## config.mk

```make
export PLATFORM = sky130hd
export DESIGN_NAME = bf16_operand_feeder_flat
export DESIGN_NICKNAME = d
export VERILOG_FILES = /design/src/rtl/bf16_operand_feeder_if.sv /design/src/rtl/bf16_operand_feeder.sv /design/src/flat_wrapper.sv
export SDC_FILE = /design/constraint.sdc
export NUM_CORES = 1
export LEC_CHECK = 0
export ABC_CLOCK_PERIOD_IN_PS = 11200
export BUFFER_PORTS_ARGS = -buffer_cell sky130_fd_sc_hd__buf_2
export CORE_MARGIN = 1.5
export CORE_UTILIZATION = 50
export CTS_BUF_LIST = sky130_fd_sc_hd__clkbuf_4 sky130_fd_sc_hd__clkbuf_8
export DETAILED_ROUTE_END_ITERATION = 8
export PLACE_DENSITY = 0.77
export SYNTH_ARGS = -nofsm -noshare
export SYNTH_HDL_FRONTEND = slang
export SYNTH_SLANG_ARGS = --single-unit
```

## constraint.sdc

```tcl
create_clock -name clk -period 11.2 [get_ports clk]
set_input_delay 1.12 -clock clk [delete_from_list [all_inputs] [get_ports clk]]
set_output_delay 1.12 -clock clk [all_outputs]
set_load 0.02 [all_outputs]
```

## src/rtl/bf16_operand_feeder_if.sv

```systemverilog
// Byte-in / bf16-pair-out stream bundle between the pin deserialiser and the systolic cell.
// The slave side is the feeder; the master side is the byte source plus the cell consuming A/B.
interface bf16_operand_feeder_if;
   logic [7:0]  in_data;
   logic        in_valid;
   logic        in_ready;
   logic [15:0] A;
   logic [15:0] B;
   logic        out_valid;
   logic        out_ready;

   modport slave (
      input  in_data,
      input  in_valid,
      input  out_ready,
      output in_ready,
      output A,
      output B,
      output out_valid
   );

   modport master (
      output in_data,
      output in_valid,
      output out_ready,
      input  in_ready,
      input  A,
      input  B,
      input  out_valid
   );
endinterface

```

## src/rtl/bf16_operand_feeder.sv

```systemverilog
// Assembles 4-byte bf16 A/B pairs into a DEPTH-entry FIFO; a pair is visible the cycle after its last byte.
// Only the completing byte is back-pressured (FIFO full); in_ready is registered-state only, no path from out_ready.
module bf16_operand_feeder #(
   parameter  int DEPTH = 4,
   parameter  int CNT_W = 8,
   localparam int AW    = $clog2(DEPTH),
   localparam int LW    = AW + 1
) (
   input  logic                 clk,
   input  logic                 rst_n,
   input  logic                 flush,
   bf16_operand_feeder_if.slave bus,
   output logic [LW-1:0]        level,
   output logic [CNT_W-1:0]     pair_count
);

   typedef enum logic [1:0] {
      PH_AH = 2'd0,
      PH_AL = 2'd1,
      PH_BH = 2'd2,
      PH_BL = 2'd3
   } phase_e;

   typedef struct packed {
      logic [15:0] a;
      logic [15:0] b;
   } pair_t;

   phase_e            phase_q, phase_d;
   logic [7:0]        a_hi_q, a_hi_d;
   logic [7:0]        a_lo_q, a_lo_d;
   logic [7:0]        b_hi_q, b_hi_d;
   logic [AW-1:0]     wr_ptr_q, wr_ptr_d;
   logic [AW-1:0]     rd_ptr_q, rd_ptr_d;
   logic [LW-1:0]     level_q, level_d;
   logic [CNT_W-1:0]  cnt_q, cnt_d;
   pair_t             mem_q [DEPTH];

   logic              full;
   logic              out_vld;
   logic              in_rdy;
   logic              accept;
   logic              push;
   logic              pop;
   pair_t             head;

   assign full    = (level_q == LW'(DEPTH));
   assign out_vld = (level_q != '0);

   always_ff @(posedge clk or negedge rst_n) begin
      if (!rst_n) begin
         phase_q <= PH_AH;
         a_hi_q  <= '0;
         a_lo_q  <= '0;
         b_hi_q  <= '0;
      end else begin
         phase_q <= phase_d;
         a_hi_q  <= a_hi_d;
         a_lo_q  <= a_lo_d;
         b_hi_q  <= b_hi_d;
      end
   end

   always_comb begin
      phase_d = phase_q;
      if (flush) begin
         phase_d = PH_AH;
      end else if (accept) begin
         case (phase_q)
            PH_AH:   phase_d = PH_AL;
            PH_AL:   phase_d = PH_BH;
            PH_BH:   phase_d = PH_BL;
            default: phase_d = PH_AH;
         endcase
      end
   end

   // Holding registers keep their contents through flush; only reset clears them.
   always_comb begin
      in_rdy = !flush && ((phase_q != PH_BL) || !full);
      accept = bus.in_valid && in_rdy;
      push   = accept && (phase_q == PH_BL);
      a_hi_d = a_hi_q;
      a_lo_d = a_lo_q;
      b_hi_d = b_hi_q;
      if (accept) begin
         case (phase_q)
            PH_AH:   a_hi_d = bus.in_data;
            PH_AL:   a_lo_d = bus.in_data;
            PH_BH:   b_hi_d = bus.in_data;
            default: ;
         endcase
      end
   end

   assign bus.in_ready = in_rdy;

   assign pop = out_vld && bus.out_ready && !flush;

   always_comb begin
      wr_ptr_d = wr_ptr_q + AW'(push);
      rd_ptr_d = rd_ptr_q + AW'(pop);
      level_d  = level_q + LW'(push) - LW'(pop);
      cnt_d    = cnt_q + CNT_W'(pop);
      if (flush) begin
         wr_ptr_d = '0;
         rd_ptr_d = '0;
         level_d  = '0;
         cnt_d    = '0;
      end
   end

   always_ff @(posedge clk or negedge rst_n) begin
      if (!rst_n) begin
         wr_ptr_q <= '0;
         rd_ptr_q <= '0;
         level_q  <= '0;
         cnt_q    <= '0;
      end else begin
         wr_ptr_q <= wr_ptr_d;
         rd_ptr_q <= rd_ptr_d;
         level_q  <= level_d;
         cnt_q    <= cnt_d;
      end
   end

   // Storage is not reset: entries are only observable while level is non-zero.
   always_ff @(posedge clk) begin
      if (push) begin
         mem_q[wr_ptr_q] <= '{a: {a_hi_q, a_lo_q}, b: {b_hi_q, bus.in_data}};
      end
   end

   assign head          = mem_q[rd_ptr_q];
   assign bus.A         = out_vld ? head.a : 16'h0000;
   assign bus.B         = out_vld ? head.b : 16'h0000;
   assign bus.out_valid = out_vld;
   assign level         = level_q;
   assign pair_count    = cnt_q;

endmodule

```

## src/flat_wrapper.sv

```systemverilog
// flat-port wrapper written by rule: the top's interface ports become plain ports
module bf16_operand_feeder_flat 
#(
   parameter  int DEPTH = 4,
   parameter  int CNT_W = 8,
   localparam int AW    = $clog2(DEPTH),
   localparam int LW    = AW + 1
)
  (clk, rst_n, flush, level, pair_count, bus_in_data, bus_in_valid, bus_out_ready, bus_in_ready, bus_A, bus_B, bus_out_valid);
  bf16_operand_feeder_if bus_i ();
  input  logic clk;
  input  logic rst_n;
  input  logic flush;
  output logic [LW-1:0] level;
  output logic [CNT_W-1:0] pair_count;
  input wire logic [$bits(bus_i.in_data)-1:0] bus_in_data;
  input wire logic [$bits(bus_i.in_valid)-1:0] bus_in_valid;
  input wire logic [$bits(bus_i.out_ready)-1:0] bus_out_ready;
  output wire logic [$bits(bus_i.in_ready)-1:0] bus_in_ready;
  output wire logic [$bits(bus_i.A)-1:0] bus_A;
  output wire logic [$bits(bus_i.B)-1:0] bus_B;
  output wire logic [$bits(bus_i.out_valid)-1:0] bus_out_valid;
  assign bus_i.in_data = bus_in_data;
  assign bus_i.in_valid = bus_in_valid;
  assign bus_i.out_ready = bus_out_ready;
  assign bus_in_ready = bus_i.in_ready;
  assign bus_A = bus_i.A;
  assign bus_B = bus_i.B;
  assign bus_out_valid = bus_i.out_valid;
  bf16_operand_feeder #(.DEPTH(DEPTH), .CNT_W(CNT_W)) u_core (.clk(clk), .rst_n(rst_n), .flush(flush), .bus(bus_i), .level(level), .pair_count(pair_count));
endmodule
```

-- After elaboration in Yosys (flattened, before gate mapping)
Memories as Yosys holds them, arrays and structs flattened.
Index checks and enable logic that the tools add are counted.
- add/subtract/negate cells: 5
- $mul: 0
- divide/modulo/power cells: 0
- order comparisons: 0
- equality and inequality tests: 5
- shift operators: 0
- muxes and demuxes: 11
- bitwise logic cells: 0
- reductions and logical operators: 14
- operators by type and width (cell ; number):
    $mux 16 ; 2
    $add 8x1->8 ; 1
    $mux 2 ; 4
    $mux 8 ; 1
    $pmux 2 s3 ; 1
    $reduce_and 2->1 ; 3
    $logic_and 1x1->1 ; 5
    $add 2x1->2 ; 2
    $eq 2x2->1 const B ; 2
    $add 3x1->3 ; 1
    $eq 3x3->1 const B ; 1
    $mux 3 ; 1
    $reduce_bool 3->1 ; 1
    $sub 3x1->3 ; 1
    $eq 2x1->1 const B ; 1
    $logic_not 1->1 ; 2
    $logic_not 2->1 ; 1
    $mux 1 ; 2
    $ne 2x2->1 const B ; 1
    $reduce_bool 2->1 ; 1
    $logic_or 1x1->1 ; 1
- register bits: 41
- bits in latches: 0
- RAM bits: 128
- bits in read-only memories: 0
- input port bits: 13
- output and inout port bits: 45
- memories kept: 1
- memory list (name ; words ; bits a word ; rd ports ; clocked after Yosys merged registers in ; wr ports ; line ; RTL):
    u_core.mem_q ; 4 ; 32 ; 1 ; 0 ; 1 ; bf16_operand_feeder.sv:37 ; pair_t mem_q [DEPTH];

-- Logic depth before layout (Yosys ltp)
Gate-level depths: netlist (run 1).
- word-level depth: 9
- gate-level depth with buffers: 11

-- Worst setup path after synthesis (run 1)
No wires, ideal clock.
- path type: input port to flip-flop
- from: input port bus_in_valid
- to: memory u_core.mem_q[1][0] (netlist name), enable pin
- arrival time: 3.998 ns
- data required time: 10.732 ns
- slack: 6.734 ns
- stages: 3
- path through: nor2b_1 > nand3_1 > nor3b_1
- cells in the longest elaborated chain, start to end: 4
- RTL lines (what ; line ; RTL):
    start, declared ; flat_wrapper.sv:17 ; input wire logic [$bits(bus_i.in_valid)-1:0] bus_in_valid;
    $logic_and 1x1->1 ; bf16_operand_feeder.sv:81 ; accept = bus.in_valid && in_rdy;
    $logic_and 1x1->1 ; bf16_operand_feeder.sv:82 ; push = accept && (phase_q == PH_BL);
    $mux 1 ; bf16_operand_feeder.sv:129 ; if (push) begin
    $mux 1 (not written as such) ; bf16_operand_feeder.sv:130 ; mem_q[wr_ptr_q] <= '{a: {a_hi_q, a_lo_q}, b: {b_hi_q, bus.in_data}};
    end, declared ; bf16_operand_feeder.sv:37 ;
No other way between the ends.

-- Worst setup path after layout (run 1)
- from: register u_core.rd_ptr_q[0]
- to: output port bus_B[7]
- cells in the longest elaborated chain, start to end: 2
- RTL lines (what ; line ; RTL):
    start, declared ; bf16_operand_feeder.sv:34 ; logic [AW-1:0] rd_ptr_q, rd_ptr_d;
    start signal, assigned ; bf16_operand_feeder.sv:121 ; rd_ptr_q <= rd_ptr_d;
    $mem_v2 4x32 ; - ;
    $mux 16 ; bf16_operand_feeder.sv:136 ; assign bus.B = out_vld ? head.b : 16'h0000;
    end, declared ; flat_wrapper.sv:21 ; output wire logic [$bits(bus_i.B)-1:0] bus_B;
No other way between the ends.

==> impl_results.md, run 1 <==
- Clock Latency Late Sink: 0.44 ns
- Post-cts sizing count: 0
- Critical path cell sequence: buf_4 -> mux4_2 -> nor2b_1 -> buf_2
- Worst r2r dst: u_core.level[2]
- Drt first pass iters: 4
- ANT nets after route: 0
- Clock Skews: between 0.01 and 0.015 ns
- Worst-Margin Slew: 1.01 ns
- RSZ-0062 raised after global routing: no
- Hold Startpoint: u_core.a_lo_q[5]
- Post-synth EDFFs: 128
- Wire per inst: 19.0 µm
- GR peak layer: met2
- Ratio of final minimum period to clock period: 30.5%
- Clock Sinks: between 150 and 200
- Setup WS post-layout: 7.78 ns
- Initial core utilization: 51.1%
- Post-synth ARST share: 24.3%
- Die H: 119 µm
- Reg clk slew, reported paths: about 0.08 ns
- GPL Wtd Cong: 0.737
- R2R depth: 11
- Fmax: a little under 300 MHz
- Post-Syn Nets: between 300 and 400
- Crit-path leading delay family: buffers and inverters
- Setup TNS: 0 ns
- WP buf/inv: 2
- Initial antenna violation count: 0
- Setup violations, final: 0
- Synth Register Bits: around 170
- CTS tree: yes
- Critical Path Slowest Stage Cell: mux4_2
- CP Class: reg -> out
- Post-DP HPWL: 6630 µm
- Worst path max stage delay: 0.60 ns
- Gr usage total: approximately 18%
- Seq/Total Area, Yosys: between 70% and 80%
- Vias in the first global route: 3432
- Slew HR: 32.8%
- Max-capacitance violation count: 0
- Place WS: roughly 7.6 ns
- Hold depth: 0
- GR Layer Usage met2: roughly 28%
- Layout cells sized above 1: 37.1%
- 1st-iter DRT viols: 203
- CP required: 10.08 ns
- Cell count after synthesis: 344
- IO Count: 58
- Crit. End Element: output pin
- Ant diodes: 0
- Top-count cell post-synth: edfxtp_1
- H-tree lvl count: 4
- WHS: between 0.5 and 0.6 ns
- First-pass GRT wire length: 18600 µm
- Largest net degree at the start of global routing: 42
- Startpoint types: flop
- Worst hold path type: reg -> reg
- Setup Fix Bufs, Post-CTS: 0
- Hold path endpoint: u_core.mem_q[3][21]
- Number of port buffers: 57
- Top cells by area, synth: edfxtp_1 57%, dfrtp_1 15%, mux4_2 11%
- Mapped Area: 6770 µm²
- Max Slew Vio Count: 0
- DRC viols: 0
- Power per cell area: 205 nW/µm²
- Cell taking the most area after synthesis: edfxtp_1
- Num CTS Buffers: 17
- Min Clock Period, post-route: between 3 and 4 ns
- Yosys cell types: 29
- Worst vdd ir: 0.123 mV
- CTS root buf: clkbuf_8
- Status: complete, no violations
- Grt total ovfl: 0
- Most used DFF post-synth: edfxtp_1
- Bufs on Longest Clock Path: 2
- Die width: 119 µm
- Syn Area/Cell: between 15 and 20 µm²
- Post-Route WL: 11400 µm
- Final hold violations: 0
- Met1 GRT Util: 24.3%
- Via/cell ratio: around 5.4
- WP data arrival: 2.30 ns
- FF-to-FF Start: u_core.level[1]
- Lkg Pwr: ~0.0028 µW
- Core Area: between 10000 and 15000 µm²
- Ys Warns: 0
- Synth top area share: 56.8%
- Die area: 14300 µm²
- Nets@finish: between 400 and 500
- Top cells by count, synth: 128 x edfxtp_1, 41 x dfrtp_1, 39 x nor2b_1
- Core Rows: 42
- Post-DP Area: 7240 µm²
- Hold_buf cts: 0
- Met3 GRT Util: 4.74%
- Via count: between 3k and 4k
- R2R setup slack: 8.49 ns
- CP max FO: 32
- Area Growth Syn to Fin: 12.7%
- Design Area, Final: 7630 µm²
==> logic make-up after synthesis <==
group | share of synthesized area (%)
flops | 71.9
simple gates | 6.43
mux | 16.0
buf+inv | 2.01
fa+ha+maj | 2.14
compound gates | 0.776
xor+xnor | 0.776
==> area by class of cell <==
| class | count | area [µm²] |
|---|---|---|
| Clock buffer | 18 | 248 |
| Sequential cell | 169 | 4870 |
| Timing Repair Buffer | 63 | 330 |
| Inverter | 7 | 26.3 |
| Multi-Input combinational cell | 152 | 1790 |
| Tap cell | 176 | 220 |
| Fill cell | 1028 | 5610 |
| Clock inverter | 14 | 145 |
==> through the flow <==
stage	util [%]	std cells	total power [µW]
floorplan	-	344	1050
global placement	54.6	567	1150
detailed placement	54.6	567	1160
CTS	57.6	599	1580
global route	57.6	599	1630
finish	57.6	599	1560
==> metal layers <==
layer	up-vias	part of all wire [%]
li1	1453	-
met1	1679	45
met2	86	50
met3	4	4.2
met4	0	0.46
met5	-	0
==> placed cells by master (no fill, tap or decap), types with 2 or more instances in the layout <==
master	n
ha_1	10
clkinv_2	3
inv_6	4
buf_2	57
mux2_4	24
and3_1	4
buf_4	6
dfrtp_1	39
xor2_1	3
nor2b_1	39
inv_1	7
or3_1	3
and2_1	2
edfxtp_1	128
a21oi_1	3
o31ai_1	2
o21ai_0	3
dfrtp_2	2
nor3b_2	2
nand2_1	2
mux4_2	32
nor2_1	7
bufinv_16	2
xnor2_1	3
clkbuf_8	18
clkinvlp_4	3
nand3_1	5
==> state kept, by name (all words and copies together) (netlist names) <==
name / flops
u_core.a_hi_q: 8
u_core.a_lo_q: 8
u_core.b_hi_q: 8
u_core.level: 3
u_core.mem_q: 128
u_core.pair_count: 8
u_core.phase_q: 2
u_core.rd_ptr_q: 2
u_core.wr_ptr_q: 2
==> worst reg2reg max path: cells and delay by family, from the launching register on <==
| family | cells | cell delay, ns |
|---|---|---|
| buffers and inverters | 3 | 0.38 |
| and+or+nand+nor | 4 | 0.79 |
| adders and majority gates | 3 | 0.81 |
| xor gates and xnor gates | 1 | 0.16 |
| DFF | 1 | 0.50 |
==> where the power goes <==
group / total (µW) / internal (µW) / switching [µW] / leakage [µW]
combinational: 327 / 144 / 183 / 0.000945
sequential: 816 / 761 / 54.9 / 0.00168
clock: 421 / 205 / 216 / 0.000194
total: 1560 / 1110 / 454 / 0.00281
==> worst max path at each step <==
| stage | cells after the start | slack, ns | startpoint | end |
|---|---|---|---|---|
| 2_1_floorplan | 3 | 6.73 | bus_in_valid | u_core.mem_q[1][0] |
| 3_3_place_gp | 6 | 7.75 | flush | u_core.mem_q[3][22] |
| 3_5_place_dp | 6 | 7.61 | flush | u_core.mem_q[3][29] |
| 4_1_cts | 4 | 7.70 | u_core.rd_ptr_q[0] | bus_B[0] |
| 5_1_grt | 4 | 7.61 | u_core.rd_ptr_q[0] | bus_B[0] |
| 6_report | 4 | 7.78 | u_core.rd_ptr_q[0] | bus_B[7] |
(Power assumes the default switching activity.)
==> run 2: changes to the inputs <==
--- a/config.mk
+++ b/config.mk
@@ -5,13 +5,13 @@
 export SDC_FILE = /design/constraint.sdc
 export NUM_CORES = 1
 export LEC_CHECK = 0
-export ABC_CLOCK_PERIOD_IN_PS = 11200
+export ABC_CLOCK_PERIOD_IN_PS = 3100
 export BUFFER_PORTS_ARGS = -buffer_cell sky130_fd_sc_hd__buf_2
 export CORE_MARGIN = 1.5
 export CORE_UTILIZATION = 50
 export CTS_BUF_LIST = sky130_fd_sc_hd__clkbuf_4 sky130_fd_sc_hd__clkbuf_8
 export DETAILED_ROUTE_END_ITERATION = 8
-export PLACE_DENSITY = 0.77
+export PLACE_DENSITY = 0.79
 export SYNTH_ARGS = -nofsm -noshare
 export SYNTH_HDL_FRONTEND = slang
 export SYNTH_SLANG_ARGS = --single-unit
==> constraint.sdc (replaced) <==
create_clock -name clk -period 3.1 [get_ports clk]
set_input_delay 0.31 -clock clk [delete_from_list [all_inputs] [get_ports clk]]
set_output_delay 0.31 -clock clk [all_outputs]
set_load 0.02 [all_outputs]
==> run 2 against run 1 <==
Cell count rose by 0.50%; critical path depth did not move; clock power grew to 4.3 times the previous value; power increased to 3.8 times the previous value; worst hold slack got worse by 0.48 ns; clock-buffer cell count increased by 2; critical path type unchanged.
==> impl_results.md, run 2 (synthesis gave the netlist of run 1 again) <==
- Status: complete, no violations
- DRC viols: 0
- Fmax: 398 MHz
- ANT nets after route: 0
- Lkg Pwr: between 0.002 and 0.003 µW
- Ratio of final minimum period to clock period: 81.1%
- FF-to-FF Start: u_core.level[2]
- Startpoint types: flop
- RSZ-0062 raised after global routing: no
- Post-cts sizing count: 0
- Most common library cell in the layout ignoring fill and taps: edfxtp_1
- Wire per inst: a little under 20 µm
- Design Area, Final: 7790 µm²
- Area Growth Syn to Fin: 15.0%
- Worst-Margin Slew: 1.01 ns
- Gr usage total: 17.9%
- Via count: 3252
- Max-capacitance violation count: 0
- CTS root buf: clkbuf_8
- Via/cell ratio: 5.40
- Setup TNS: 0 ns
- Reg clk slew, reported paths: 0.08 ns
- Clock Latency Late Sink: 0.43 ns
- Hold_buf cts: 0
- R2R setup slack: 0.67 ns
- Final hold violations: 0
- Vias in the first global route: 3544
- CP Class: reg -> out
- Grt total ovfl: 0
- Die width: 119 µm
- Max reg flops: 128
- Nets@finish: around 440
- Number of port buffers: 57
- R2R depth: 10
- IO Count: slightly below 60
- CTS tree: yes
- Die area: 14300 µm²
- Core Rows: 42
- Layout cells sized above 1: 37.6%
- Place WS: 0.554 ns
- Post-Route WL: 11700 µm
- Initial antenna violation count: 0
- Die H: 119 µm
- Worst r2r dst: u_core.level[2]
- Setup Fix Bufs, Post-CTS: 0
- Min Clock Period, post-route: 2.51 ns
- Core Area: 13200 µm²
- WP data arrival: 2.20 ns
- Bufs on Longest Clock Path: 2
- Worst vdd ir: 0.664 mV
- 1st-iter DRT viols: 191
- CP required: 2.79 ns
- Setup violations, final: 0
- Clock Skews: ~0.0082 ns
- CP max FO: 25
- Ant diodes: 0
- Largest register by flop count: u_core.mem_q
- Num CTS Buffers: 17
- Initial core utilization: 51.1%
- Post-DP HPWL: approximately 7000 µm
- Max Slew Vio Count: 0
- Slew HR: 32.6%
- Worst hold path type: in -> async
- Drt first pass iters: 4
- Post-DP Area: 7300 µm²
- GPL Wtd Cong: just under 0.8
- First-pass GRT wire length: between 15000 and 20000 µm
- Most frequent cells in the layout: 128 x edfxtp_1, 57 x buf_2, 40 x dfrtp_1
- Clock Sinks: around 170
- Setup WS post-layout: 0.586 ns
- H-tree lvl count: 4
- Power per cell area: 768 nW/µm²
- Filler instances: 1010
- Largest net degree at the start of global routing: 42
- Crit. End Element: output pin
run 2: cell count changes in the layout (fill, tap and decap cells not counted), sizes merged:
cell    change
buf         +3
bufinv      +4
clkbuf      +2
clkinv      -3
inv         -3
run 2: how the worst max path moves through the flow:
stage | end | startpoint | depth (start not counted) | slack [ns]
5_1_grt | bus_B[5] | u_core.rd_ptr_q[0] | 4 | 0.44
6_report | bus_A[10] | u_core.rd_ptr_q[0] | 4 | 0.59
2_1_floorplan | u_core.mem_q[1][0] | u_core.level[1] | 3 | 0.38
4_1_cts | bus_B[5] | u_core.rd_ptr_q[0] | 4 | 0.52
3_5_place_dp | u_core.level[2] | flush | 10 | 0.55
3_3_place_gp | u_core.level[2] | flush | 10 | 0.68
run 2: final cells by class:
cell class | count | area [µm²] | share of cell area [%]
flip-flops and latches | 169 | 4870 | 62.6
multi-input cells | 152 | 1810 | 23.2
repair buffers | 66 | 378 | 4.85
clock buffers | 20 | 263 | 3.37
clock inverters | 12 | 221 | 2.84
well taps | 176 | 220 | 2.83
inverters | 7 | 26.3 | 0.337
run 2: critical path: stages, from the launching register on:
cell,delay [ns]
dfrtp_2,0.59
buf_12,0.29
mux4_2,0.54
nor2b_1,0.16
buf_2,0.18
run 2: power breakdown:
group	switching [µW]	internal [µW]
Combinational	650	531
Clock	755	1080
Sequential	212	2750
Total	1620	4360
run 2: stage by stage:
| stage | instances | hold slack (ns) | power (µW) | util [%] |
|---|---|---|---|---|
| 3_5_place_dp | 570 | 0.502 | 4210 | 55.1 |
| 5_1_grt | 602 | 0.101 | 6220 | 58.8 |
| 2_1_floorplan | 344 | 0.0144 | 3800 | - |
| 6_report | 602 | 0.0416 | 5980 | 58.8 |
| 3_3_place_gp | 570 | 0.489 | 4170 | 55.1 |
| 4_1_cts | 602 | 0.0597 | 6030 | 58.8 |
run 2: layer usage:
layer | part of all wire (%) | GRT usage, % | vias up
met5 | 0 | 0 | -
met4 | 1.5 | 6.18 | 0
met3 | 3.9 | 3.59 | 18
met2 | 51 | 30.2 | 73
met1 | 43 | 23.6 | 1697
li1 | - | - | 1464
==> run 3: changes to the inputs <==
--- a/config.mk
+++ b/config.mk
@@ -5,13 +5,14 @@
 export SDC_FILE = /design/constraint.sdc
 export NUM_CORES = 1
 export LEC_CHECK = 0
-export ABC_CLOCK_PERIOD_IN_PS = 3100
+export ABC_AREA = 1
+export ABC_CLOCK_PERIOD_IN_PS = 2600
 export BUFFER_PORTS_ARGS = -buffer_cell sky130_fd_sc_hd__buf_2
 export CORE_MARGIN = 1.5
 export CORE_UTILIZATION = 50
 export CTS_BUF_LIST = sky130_fd_sc_hd__clkbuf_4 sky130_fd_sc_hd__clkbuf_8
 export DETAILED_ROUTE_END_ITERATION = 8
-export PLACE_DENSITY = 0.79
+export PLACE_DENSITY = 0.77
 export SYNTH_ARGS = -nofsm -noshare
 export SYNTH_HDL_FRONTEND = slang
 export SYNTH_SLANG_ARGS = --single-unit
==> constraint.sdc (replaced) <==
create_clock -name clk -period 2.6 [get_ports clk]
set_input_delay 0.26 -clock clk [delete_from_list [all_inputs] [get_ports clk]]
set_output_delay 0.26 -clock clk [all_outputs]
set_load 0.02 [all_outputs]
==> run 3 against run 2 <==
Sequential power rose by 19%; routed wire length rose by 22%; register-to-register slack got worse by 0.27 ns; largest power group unchanged.
==> impl_results.md, run 3 <==
- Clock Skews: 0.00821 ns
- Wire per inst: roughly 17 µm
- Top-count cell post-synth: nor2_1
- Max-capacitance violation count: 0
- Post-synth ARST share: between 20% and 30%
- Final hold violations: 0
- Core Rows: 42
- Ant diodes: 0
- Nets@finish: around 680
- Largest register by flop count: u_core.mem_q
- Status: complete, no violations
- Post-Route WL: 14300 µm
- Die width: between 100 and 150 µm
- Max reg flops: 128
- Min Clock Period, post-route: between 2 and 2.5 ns
- CP max FO: 32
- Crit-path leading delay family: buffers and inverters
- Die H: 121 µm
- Most used DFF post-synth: edfxtp_1
- Number of port buffers: 57
- Cell taking the most area after synthesis: edfxtp_1
- Via count: 4639
- Max Slew Vio Count: 0
- Core Area: ~13000 µm²
- Gr usage total: between 20% and 30%
- Crit. End Element: output pin
- WP buf/inv: 2
- Vias in the first global route: about 4.5k
- Worst vdd ir: 0.578 mV
- Critical Path Slowest Stage Cell: clkinvlp_4
- Core Util, Final: 58.6%
- Bufs on Longest Clock Path: 2
- Yosys cell types: 25
- Pwr Total: between 7000 and 8000 µW
- Power per cell area: 899 nW/µm²
- Post-DP HPWL: 8350 µm
- ANT nets after route: 0
- Critical path cell sequence: clkinvlp_4 -> nor2_1 -> o21ai_0 -> a21oi_1 -> buf_2
- Startpoint types: flop
- CP Class: reg -> out
- Setup Fix Bufs, Post-CTS: 0
- Synth Register Bits: about 170
- Grt total ovfl: 0
- Ratio of final minimum period to clock period: 96.0%
- Mapped Area: between 6000 and 7000 µm²
- CTS tree: yes
- Reg clk slew, reported paths: 0.09 ns
- Top cells by area, synth: edfxtp_1 56%, dfrtp_1 15%, nor2_1 8.1%
- GPL Wtd Cong: 0.836
- Drt first pass iters: 5
- Post-DP Area: 7360 µm²
- CP required: approximately 2.3 ns
- 1st-iter DRT viols: about 370
- RSZ-0062 raised after global routing: yes
- Die area: 14500 µm²
- Fmax: about 400 MHz
- Seq/Total Area, Yosys: 70.5%
- Via/cell ratio: 5.51
- Num CTS Buffers: 17
- Area Growth Syn to Fin: 13.1%
- IO Count: 58
- Post-synth EDFFs: 128
- Cell count after synthesis: roughly 600
- Lkg Pwr: 0.00311 µW
- Clock Sinks: ~170
- Worst-Margin Slew: 0.921 ns
- Most frequent cells in the layout: 146 x nor2_1, 128 x edfxtp_1, 66 x o21ai_0
- Post-Syn Nets: 621
- Initial core utilization: 51.8%
- Ys Warns: 0
- Setup TNS: 0 ns
- Slew HR: 38.6%
- Setup violations, final: 0
- Initial antenna violation count: 0
- WHS: around 0.096 ns
- WP data arrival: 2.24 ns
- Syn Area/Cell: between 10 and 15 µm²
- Top cells by count, synth: 150 x nor2_1, 128 x edfxtp_1, 66 x o21ai_0
- Clock Latency Late Sink: 0.45 ns
- Worst hold path type: in -> reg
- Synth top area share: 55.6%
- Filler instances: 1070
- Design Area, Final: 7820 µm²
- Largest net degree at the start of global routing: 42
- H-tree lvl count: 4
- First-pass GRT wire length: between 20000 and 25000 µm
- DRC viols: 0
- Layout cells sized above 1: 16.4%
- CTS root buf: clkbuf_8
- Worst path max stage delay: 0.58 ns
- Most common library cell in the layout ignoring fill and taps: nor2_1
## run 3: changes by cell type after synthesis, moves of 4 or more
cell,previous run,this run
a21oi_1,3,38
o21ai_0,3,66
buf_4,0,8
clkbuf_1,5,10
nor2b_1,39,0
nand2_1,2,64
mux4_2,32,0
nand3_1,5,9
nand4_1,1,27
inv_1,7,19
nor2_1,7,150
mux2_4,24,0
buf_2,4,9
## run 3: kinds of logic (layout without fill, tap and decap cells)
group	count (synthesis)	count (layout)	synth area share, %
AO/OA/AOI/OAI	107	107	7.80
flip-flops	169	169	70.5
XOR/XNOR	1	1	0.127
AND/OR/NAND/NOR	256	256	15.4
adder cells (fa/ha/maj)	11	11	2.10
buffers and inverters	53	122	4.13
## run 3: worst reg2reg max path, cell delays in order, from the launching register on
cell	delay [ns]
dfrtp_1	0.46
or2_4	0.27
nor2_2	0.10
nor2_1	0.10
ha_1	0.27
inv_1	0.06
ha_1	0.13
inv_1	0.05
fa_1	0.37
and3_1	0.18
nor3_1	0.12
## run 3: stage by stage
stage,setup WS (ns),cells
after floorplan,-0.247,597
after global placement,0.525,809
after detailed placement,0.399,809
after CTS,0.0672,842
after global routing,-0.106,842
final,0.104,842
## run 3: final timing paths
check	from	slack [ns]	depth (start not counted)	to
max in group asynchronous	rst_n	1.50	2	u_core.rd_ptr_q[0]
min	bus_in_data[6]	0.1	1	u_core.mem_q[2][6]
min in group asynchronous	rst_n	0.47	2	u_core.phase_q[0]
max reg2reg	u_core.level[1]	0.40	10	u_core.level[2]
max	u_core.rd_ptr_q[1]	0.10	5	bus_B[15]
min reg2reg	u_core.a_hi_q[2]	0.52	0	u_core.mem_q[1][26]
## run 3: layout make-up
| type | count | area [µm²] | area share (%) |
|---|---|---|---|
| clock inverter | 14 | 204 | 2.61 |
| clock buffer | 18 | 241 | 3.09 |
| multi-input combinational | 375 | 1770 | 22.6 |
| inverter | 20 | 78.8 | 1.01 |
| timing repair buffer | 70 | 435 | 5.57 |
| tap | 176 | 220 | 2.82 |
| sequential | 169 | 4870 | 62.3 |
## run 3: report_power, final
group / switching (µW) / total, µW / internal [µW]
combinational: 1040 / 1480 / 444
sequential: 249 / 3510 / 3260
clock: 898 / 2040 / 1140
## run 3: metal layers
metal / track usage, % / up-vias / part of all wire [%]
li1: - / 2179 / -
met1: 28.1 / 2273 / 42
met2: 33.6 / 161 / 50
met3: 4.53 / 26 / 5.8
met4: 9.41 / 0 / 1.9
met5: 0 / - / 0
## run 3: what timing repair did
action,CTS,global route
endpoints found under the hold margin,41,0
gates resized for setup,1,0
endpoints found under the setup margin,2,9
pin swaps,0,1
hold buffers,1,0
